$ cat src/rtl/muldiv_unit.sv
// Iterative multiply/divide unit holding the architectural HI/LO registers.
// One shift-add or restoring shift-subtract step per cycle, then one cycle of sign fix-up.
module muldiv_unit #(
  parameter int WIDTH = 32
) (
  input  logic             clk,
  input  logic             reset,
  input  logic             start,
  input  logic [1:0]       op,
  input  logic [WIDTH-1:0] src_a,
  input  logic [WIDTH-1:0] src_b,
  input  logic             hi_we,
  input  logic             lo_we,
  input  logic [WIDTH-1:0] wd,
  output logic             busy,
  output logic             done,
  output logic [WIDTH-1:0] hi,
  output logic [WIDTH-1:0] lo
);

  localparam int CW = (WIDTH > 1) ? $clog2(WIDTH) : 1;

  typedef enum logic [1:0] {
    IDLE = 2'd0,
    RUN  = 2'd1,
    FIX  = 2'd2
  } state_t;

  // op encoding: bit 1 selects divide, bit 0 selects unsigned.
  localparam logic [1:0] OP_MULT  = 2'b00;
  localparam logic [1:0] OP_MULTU = 2'b01;
  localparam logic [1:0] OP_DIV   = 2'b10;
  localparam logic [1:0] OP_DIVU  = 2'b11;

  state_t               r_state;
  state_t               w_state_next;
  logic [1:0]           r_op;
  logic                 r_sign_a;
  logic                 r_sign_b;
  logic [CW-1:0]        r_cnt;
  logic [WIDTH-1:0]     r_opd;
  logic [2*WIDTH-1:0]   r_acc;
  logic [WIDTH-1:0]     r_hi;
  logic [WIDTH-1:0]     r_lo;
  logic                 r_done;

  logic                 w_accept;
  logic                 w_last_iter;
  logic                 w_is_div;
  logic                 w_is_signed;
  logic [WIDTH-1:0]     w_mag_a;
  logic [WIDTH-1:0]     w_mag_b;
  logic [WIDTH:0]       w_sum;
  logic [WIDTH:0]       w_shift;
  logic [WIDTH:0]       w_diff;
  logic [2*WIDTH-1:0]   w_acc_next;
  logic [2*WIDTH-1:0]   w_prod_fix;
  logic [WIDTH-1:0]     w_quot_fix;
  logic [WIDTH-1:0]     w_rem_fix;
  logic [WIDTH-1:0]     w_res_hi;
  logic [WIDTH-1:0]     w_res_lo;

  assign w_accept    = (r_state == IDLE) && start;
  assign w_last_iter = (r_cnt == CW'(WIDTH - 1));
  assign w_is_div    = r_op[1];
  assign w_is_signed = ~r_op[0];

  // Operand magnitudes: signed ops take the two's-complement absolute value.
  always_comb begin
    w_mag_a = src_a;
    w_mag_b = src_b;
    if (!op[0] && src_a[WIDTH-1]) w_mag_a = -src_a;
    if (!op[0] && src_b[WIDTH-1]) w_mag_b = -src_b;
  end

  // ---------------------------------------------------------------------------
  // FSM: state register
  // ---------------------------------------------------------------------------
  // NOTE: sequential state uses non-blocking assignments so every register
  // samples pre-edge values, independent of process evaluation order.
  always_ff @(posedge clk or posedge reset) begin
    if (reset) r_state <= IDLE;
    else       r_state <= w_state_next;
  end

  // FSM: next-state logic
  // NOTE: the default assignment up front keeps this block free of latches.
  always_comb begin
    w_state_next = r_state;
    unique case (r_state)
      IDLE:    if (start)       w_state_next = RUN;
      RUN:     if (w_last_iter) w_state_next = FIX;
      FIX:                      w_state_next = IDLE;
      default:                  w_state_next = IDLE;
    endcase
  end

  // FSM: outputs decoded from state
  always_comb begin
    busy = (r_state == RUN) || (r_state == FIX);
  end

  // ---------------------------------------------------------------------------
  // Iteration datapath. r_acc holds {partial product, multiplier} when
  // multiplying and {remainder, dividend/quotient} when dividing.
  // ---------------------------------------------------------------------------
  assign w_sum   = {1'b0, r_acc[2*WIDTH-1:WIDTH]} + (r_acc[0] ? {1'b0, r_opd} : '0);
  assign w_shift = r_acc[2*WIDTH-1:WIDTH-1];
  assign w_diff  = w_shift - {1'b0, r_opd};

  always_comb begin
    w_acc_next = r_acc;
    if (!w_is_div) begin
      w_acc_next = {w_sum, r_acc[WIDTH-1:1]};
    end else if (!w_diff[WIDTH]) begin
      w_acc_next = {w_diff[WIDTH-1:0], r_acc[WIDTH-2:0], 1'b1};
    end else begin
      w_acc_next = {w_shift[WIDTH-1:0], r_acc[WIDTH-2:0], 1'b0};
    end
  end

  always_ff @(posedge clk or posedge reset) begin
    if (reset) begin
      r_op     <= OP_MULT;
      r_sign_a <= 1'b0;
      r_sign_b <= 1'b0;
      r_cnt    <= '0;
      r_opd    <= '0;
      r_acc    <= '0;
    end else if (w_accept) begin
      r_op     <= op;
      r_sign_a <= src_a[WIDTH-1] & ~op[0];
      r_sign_b <= src_b[WIDTH-1] & ~op[0];
      r_cnt    <= '0;
      if (op[1]) begin
        r_opd <= w_mag_b;
        r_acc <= {{WIDTH{1'b0}}, w_mag_a};
      end else begin
        r_opd <= w_mag_a;
        r_acc <= {{WIDTH{1'b0}}, w_mag_b};
      end
    end else if (r_state == RUN) begin
      r_cnt <= r_cnt + 1'b1;
      r_acc <= w_acc_next;
    end
  end

  // ---------------------------------------------------------------------------
  // Sign correction applied during FIX. A zero divisor leaves the remainder
  // equal to the dividend magnitude, so the remainder fix-up restores raw src_a.
  // ---------------------------------------------------------------------------
  always_comb begin
    w_prod_fix = r_acc;
    w_quot_fix = r_acc[WIDTH-1:0];
    w_rem_fix  = r_acc[2*WIDTH-1:WIDTH];
    if (w_is_signed && (r_sign_a ^ r_sign_b)) begin
      w_prod_fix = -r_acc;
      w_quot_fix = -r_acc[WIDTH-1:0];
    end
    if (w_is_signed && r_sign_a) w_rem_fix = -r_acc[2*WIDTH-1:WIDTH];
    if (r_opd == '0)             w_quot_fix = '1;
  end

  always_comb begin
    w_res_hi = w_prod_fix[2*WIDTH-1:WIDTH];
    w_res_lo = w_prod_fix[WIDTH-1:0];
    if (w_is_div) begin
      w_res_hi = w_rem_fix;
      w_res_lo = w_quot_fix;
    end
  end

  // HI/LO change only on completion or an MT write while idle.
  always_ff @(posedge clk or posedge reset) begin
    if (reset) begin
      r_hi   <= '0;
      r_lo   <= '0;
      r_done <= 1'b0;
    end else begin
      r_done <= 1'b0;
      if (r_state == FIX) begin
        r_hi   <= w_res_hi;
        r_lo   <= w_res_lo;
        r_done <= 1'b1;
      end else if (r_state == IDLE) begin
        if (hi_we) r_hi <= wd;
        if (lo_we) r_lo <= wd;
      end
    end
  end

  assign done = r_done;
  assign hi   = r_hi;
  assign lo   = r_lo;

endmodule
$ cat config.mk
export PLATFORM = sky130hd
export DESIGN_NAME = muldiv_unit
export DESIGN_NICKNAME = d
export VERILOG_FILES = /design/src/rtl/muldiv_unit.sv
export SDC_FILE = /design/constraint.sdc
export NUM_CORES = 1
export LEC_CHECK = 0
export CORE_MARGIN = 2
export CORE_UTILIZATION = 25
export CTS_BUF_LIST = sky130_fd_sc_hd__clkbuf_4 sky130_fd_sc_hd__clkbuf_8
export DETAILED_ROUTE_END_ITERATION = 8
export PLACE_DENSITY = 0.43
export SYNTH_ARGS = -nofsm -noshare
export SYNTH_HDL_FRONTEND = slang
export SYNTH_SLANG_ARGS = --single-unit
export TNS_END_PERCENT = 20
$ cat constraint.sdc
create_clock -name clk -period 16.9 [get_ports clk]
set_clock_uncertainty 0.15 [all_clocks]
set_input_delay 1.69 -clock clk [delete_from_list [all_inputs] [get_ports clk]]
set_output_delay 1.69 -clock clk [all_outputs]
set_load 0.03 [all_outputs]
### Yosys cells after proc, flatten, opt, wreduce, memory -nomap -nowiden

Index checks and enable logic that the tools add are counted.
W data, S select, Z words.

* register bits after elaboration: 172
* bits of input ports: 103
* output and inout port bits: 66
* word-level logic and storage cells: 71

* $add $sub $neg: 8
* equality and inequality tests: 5
* mux-type cells: 27
* bitwise logic cells: 5
* reductions and logical operators: 16

Operators with widths (count)
* $mux W32: 16
* $mux W64: 5
* $neg A32 Y32: 4
* $neg A64 Y64: 1
* $add A32 B32 Y33: 1
* $sub A33 B32 Y33: 1
* $logic_not A32 Y1: 1
* $mux W5: 2
* $reduce_bool A2 Y1: 4
* $reduce_and A2 Y1: 3
* $add A5 B1 Y5 const B: 1
* $eq A5 B5 Y1 const B: 1
* $logic_and A1 B1 Y1: 5
* $mux W2: 2
* $ne A2 B2 Y1 const B: 2
* $pmux W2 S2: 1
* $and A1 B1 Y1: 2
* $eq A2 B1 Y1 const B: 1
* $eq A2 B2 Y1 const B: 1
* $logic_not A2 Y1: 1
* $not A1 Y1: 2
* $logic_not A1 Y1: 1
* $logic_or A1 B1 Y1: 1
* $mux W1: 1
* $xor A1 B1 Y1: 1

### Logic depth before layout (Yosys ltp)

* depth after elaboration: 6
* gate-level depth with buffers: 15
* gate-level depth less buffers: 14

### Worst setup path before layout

No wires, ideal clock.

* kind: input-to-reg
* from: in src_a[6]
* to: reg r_acc[29]
* setup time: 0.133 ns
* arrival time: 4.204 ns
* data required time: 16.617 ns
* setup slack: 12.413 ns
* cell stages on the path: 10
* buffers on the path: 0
* cells stage by stage: or4_1 or3_1 nor3_2 nand2_1 or3_1 or2_1 o41ai_1 xnor2_1 o21ai_0 o21ai_0

* longest elaborated chain between the ends: 4

RTL lines
* start: declaration: RTL line 10 `input logic [WIDTH-1:0] src_a,`
* $neg A32 Y32: RTL line 72 `if (!op[0] && src_a[WIDTH-1]) w_mag_a = -src_a;`
* $mux W32: RTL line 72
* $mux W32: RTL line 135 `if (op[1]) begin`
* $mux W64: RTL line 130 `end else if (w_accept) begin`
* end signal: assignment: RTL line 137 `r_acc <= {{WIDTH{1'b0}}, w_mag_a};`
* end signal: assignment: RTL line 140 `r_acc <= {{WIDTH{1'b0}}, w_mag_b};`
* end signal: assignment: RTL line 144 `r_acc <= w_acc_next;`
* end: declaration: RTL line 42 `logic [2*WIDTH-1:0] r_acc;`

Every way passes these cells.
A chain may end at the register's enable or synchronous reset.

### Final worst setup path

* from: in src_a[4]
* to: reg r_acc[29]

Same word-level chain as after synthesis.

==> flow_metrics.env <==
export IMPL_place_gp_congestion=0.8657
export IMPL_die_x_um=247.7
export IMPL_clockBufferDepth=2
export IMPL_ios=169
export IMPL_vias_per_cell=5.286
export IMPL_clk_pin_slew_ps=110
export IMPL_ant_nets=0
export IMPL_ys_seq_area_frac=0.2898
export IMPL_worstSetupStartpointType="input port"
export IMPL_period_minus_slack_ps=4796
export IMPL_synth_main_ff_cell="dfrtp_1"
export IMPL_cp_arrival_ps=5030
export IMPL_synthArstFlopShare=1.000
export IMPL_clock_fmax_mhz=208.5
export IMPL_crit_path_cell_trace="clkdlybuf4s50_1 -> or4_1 -> or3_1 -> nor3_2 -> nand2_1 -> or3_1 -> or2_1 -> o41ai_1 -> xnor2_1 -> o21ai_0 -> o21ai_0"
export IMPL_cp_required_ps=17140
export IMPL_overflow=0
export IMPL_synthSimpleGateAreaFrac=0.1811
export IMPL_port_buffers=168
export IMPL_synth_top_family_by_area="compound AO/OA/AOI/OAI gates"
export IMPL_peakVddDrop_uv=80.47
export IMPL_hp_start="r_sign_b"
export IMPL_rsz0062_at_grt="no"
export IMPL_muxShareOfSynthArea=0.04852
export IMPL_hold_viol=0
export IMPL_end_kind="flip-flop"
export IMPL_critical_path_slowest_cell="or4_1"
export IMPL_yosys_warnings=0
export IMPL_grt_max_degree=117
export IMPL_start_util=0.2521
export IMPL_totalWireLength_um=59930
export IMPL_finalCoreUtilization=0.2991
export IMPL_ys_top_cells_by_area="dfrtp_1 29%, o21ai_0 6.3%, ha_1 6.1%"
export IMPL_status="finished, final reports clean"
export IMPL_hold_path_class="reg2reg"
export IMPL_p_leak_nw=7.309
export IMPL_drt_initial_drc_count=1125
export IMPL_fin_tns_setup_ps=0
export IMPL_max_stage_delay_ps=550
export IMPL_cts_num_sinks=172
export IMPL_ff2ff_path_depth=14
export IMPL_netlist_area_leader_share=0.2898
export IMPL_synth_compound_area_frac=0.2645
export IMPL_wire_per_inst_um=21.79
export IMPL_clock_latency_ps=530
export IMPL_r2r_start="r_acc[0]"
export IMPL_drv_slew=0
export IMPL_ys_types=75
export IMPL_relSlewSlack=0.2072
export IMPL_final_nets=2142
export IMPL_synth_top_area_cell="dfrtp_1"
export IMPL_grt_pass1_wl_um=90220
export IMPL_synth_edf_count=0
export IMPL_dpl_hpwl_um=45650
export IMPL_antenna_found_initial=2
export IMPL_synth_fa_ha_area_frac=0.06419
export IMPL_cts_setup_buffers=0
export IMPL_max_cap_violations=0
export IMPL_syn_nets=2059
export IMPL_cts_tree="done"
export IMPL_drive_gt1_frac=0.03996
export IMPL_rr_endpoint="r_acc[61]"
export IMPL_whs_path_depth=2
export IMPL_synth_xor_area_share=0.1031
export IMPL_tightest_slew_ps=1186
export IMPL_root_buffer="clkbuf_8"
export IMPL_total_power_w=0.003527
export IMPL_core_area_um2=58910
export IMPL_syn_inst=1881
export IMPL_floorplan_die_area_um2=61380
export IMPL_grtUsageTotal=0.1955
export IMPL_crit_type="in2reg"
export IMPL_mappedNetlistArea_um2=14850
export IMPL_ff2ff_setup_slack_ps=12350
export IMPL_cts_resized=0
export IMPL_fin_crit_sh=0.2838
export IMPL_die_y_um=247.7
export IMPL_drc=0
export IMPL_ys_seq_elements=172
export IMPL_power_density_nw_per_um2=200.2
export IMPL_dr_pass1_iters=5
export IMPL_avgSynthCellArea_um2=7.896
export IMPL_holdBufCountCts=0
export IMPL_syn2layout_area_growth_pct=18.63
export IMPL_cts_htree_levels=4
export IMPL_first_global_vias=14303
export IMPL_hold_end="r_sign_b"
export IMPL_via_count=14541
export IMPL_crit_path_max_fanout=6
export IMPL_cts_buffers=17
export IMPL_report_final_setup_viol=0
export IMPL_std_cell_rows=89
report_power, final:
part | leakage, nW | internal [W] | switching, W
Combinational | 4.98 | 0.000895 | 0.00143
Sequential | 2.13 | 0.000598 | 0.000280
Clock | 0.206 | 0.000143 | 0.000186
critical path, delay by kind of cell:
family	cells	cell delay (ps)
buffers and inverters	1	490
xor gates and xnor gates	1	130
AOI/OAI and AO/OA	3	590
and+or+nand+nor	6	2120
state kept, by name (all words and copies together) (netlist names), 2 cells and up:
signal and cells:
hi 32, lo 32, r_acc 64, r_cnt 5, r_op 2, r_opd 32, r_state 2
kinds of logic (layout without fill, tap and decap cells):
family,Yosys count,count (layout)
XOR/XNOR,174,174
flip-flops,172,172
buffers and inverters,190,286
multiplexers,72,72
adder cells (fa/ha/maj),75,75
other,0,1
AO/OA/AOI/OAI,635,635
AND/OR/NAND/NOR,563,563
cells in the mapped netlist, types with 50 or more instances:
library cell  count
xnor2_1          97
a21oi_1         167
clkbuf_1        109
nand2_1         188
nor2_1          151
o21ai_0         187
inv_1            67
dfrtp_1         172
mux2i_1          72
ha_1             73
xor2_1           76
and3_1           50
o211ai_1         54
area by class of cell:
type | count | area (um^2)
clock inverter | 12 | 155.1
clock buffer | 20 | 262.8
inverter | 68 | 260.3
multi-input combinational | 1519 | 9853
tap | 773 | 967.2
timing repair buffer | 186 | 1814
fill | 6305 | 41290
sequential | 172 | 4305
antenna | 1 | 2.502
cell usage in the layout (no fill, tap or decap), drive strengths merged, types with 13 or more instances in the layout:
cell,instances
nor2,152
nand2,189
a21oi,167
nand2b,17
inv,71
buf,19
and2,13
a21o,27
mux2i,72
nor4,16
and3,50
dfrtp,172
o41ai,14
a211oi,45
nor2b,14
o31ai,22
nand4,14
o211ai,54
ha,73
clkdlybuf4s50,167
a31oi,25
o21ai,200
a22oi,14
nor3,33
nand3,21
xor2,77
xnor2,97
clkbuf,20
or3,14
through the flow:
stage                     cells  setup slack (ps)  hold WS [ps]  area, um^2
after floorplan            1881             10400         318.9       14850
after global placement     2718             11600         342.7       17200
after detailed placement   2718             11580         345.4       17200
after CTS                  2750             12180         372.0       17620
after global routing       2751             11890         413.3       17620
final                      2751             12100         368.6       17620
per-layer routing:
layer	wire length (um)	global-route usage
met4	926	0.04051
met2	27130	0.3166
met5	0	0
met3	3199	0.03201
met1	28680	0.2730
worst max path at each step:
stage / startpoint / end / slack, ps / cells after the start
2_1_floorplan: reset / done / 10400 / 1
4_1_cts: src_a[4] / r_acc[29] / 12180 / 11
3_3_place_gp: src_a[6] / r_opd[29] / 11600 / 11
5_1_grt: src_a[4] / r_opd[29] / 11890 / 11
3_5_place_dp: src_a[4] / r_acc[29] / 11580 / 11
6_report: src_a[4] / r_acc[29] / 12100 / 11
Power figures use the tool's default switching activity.
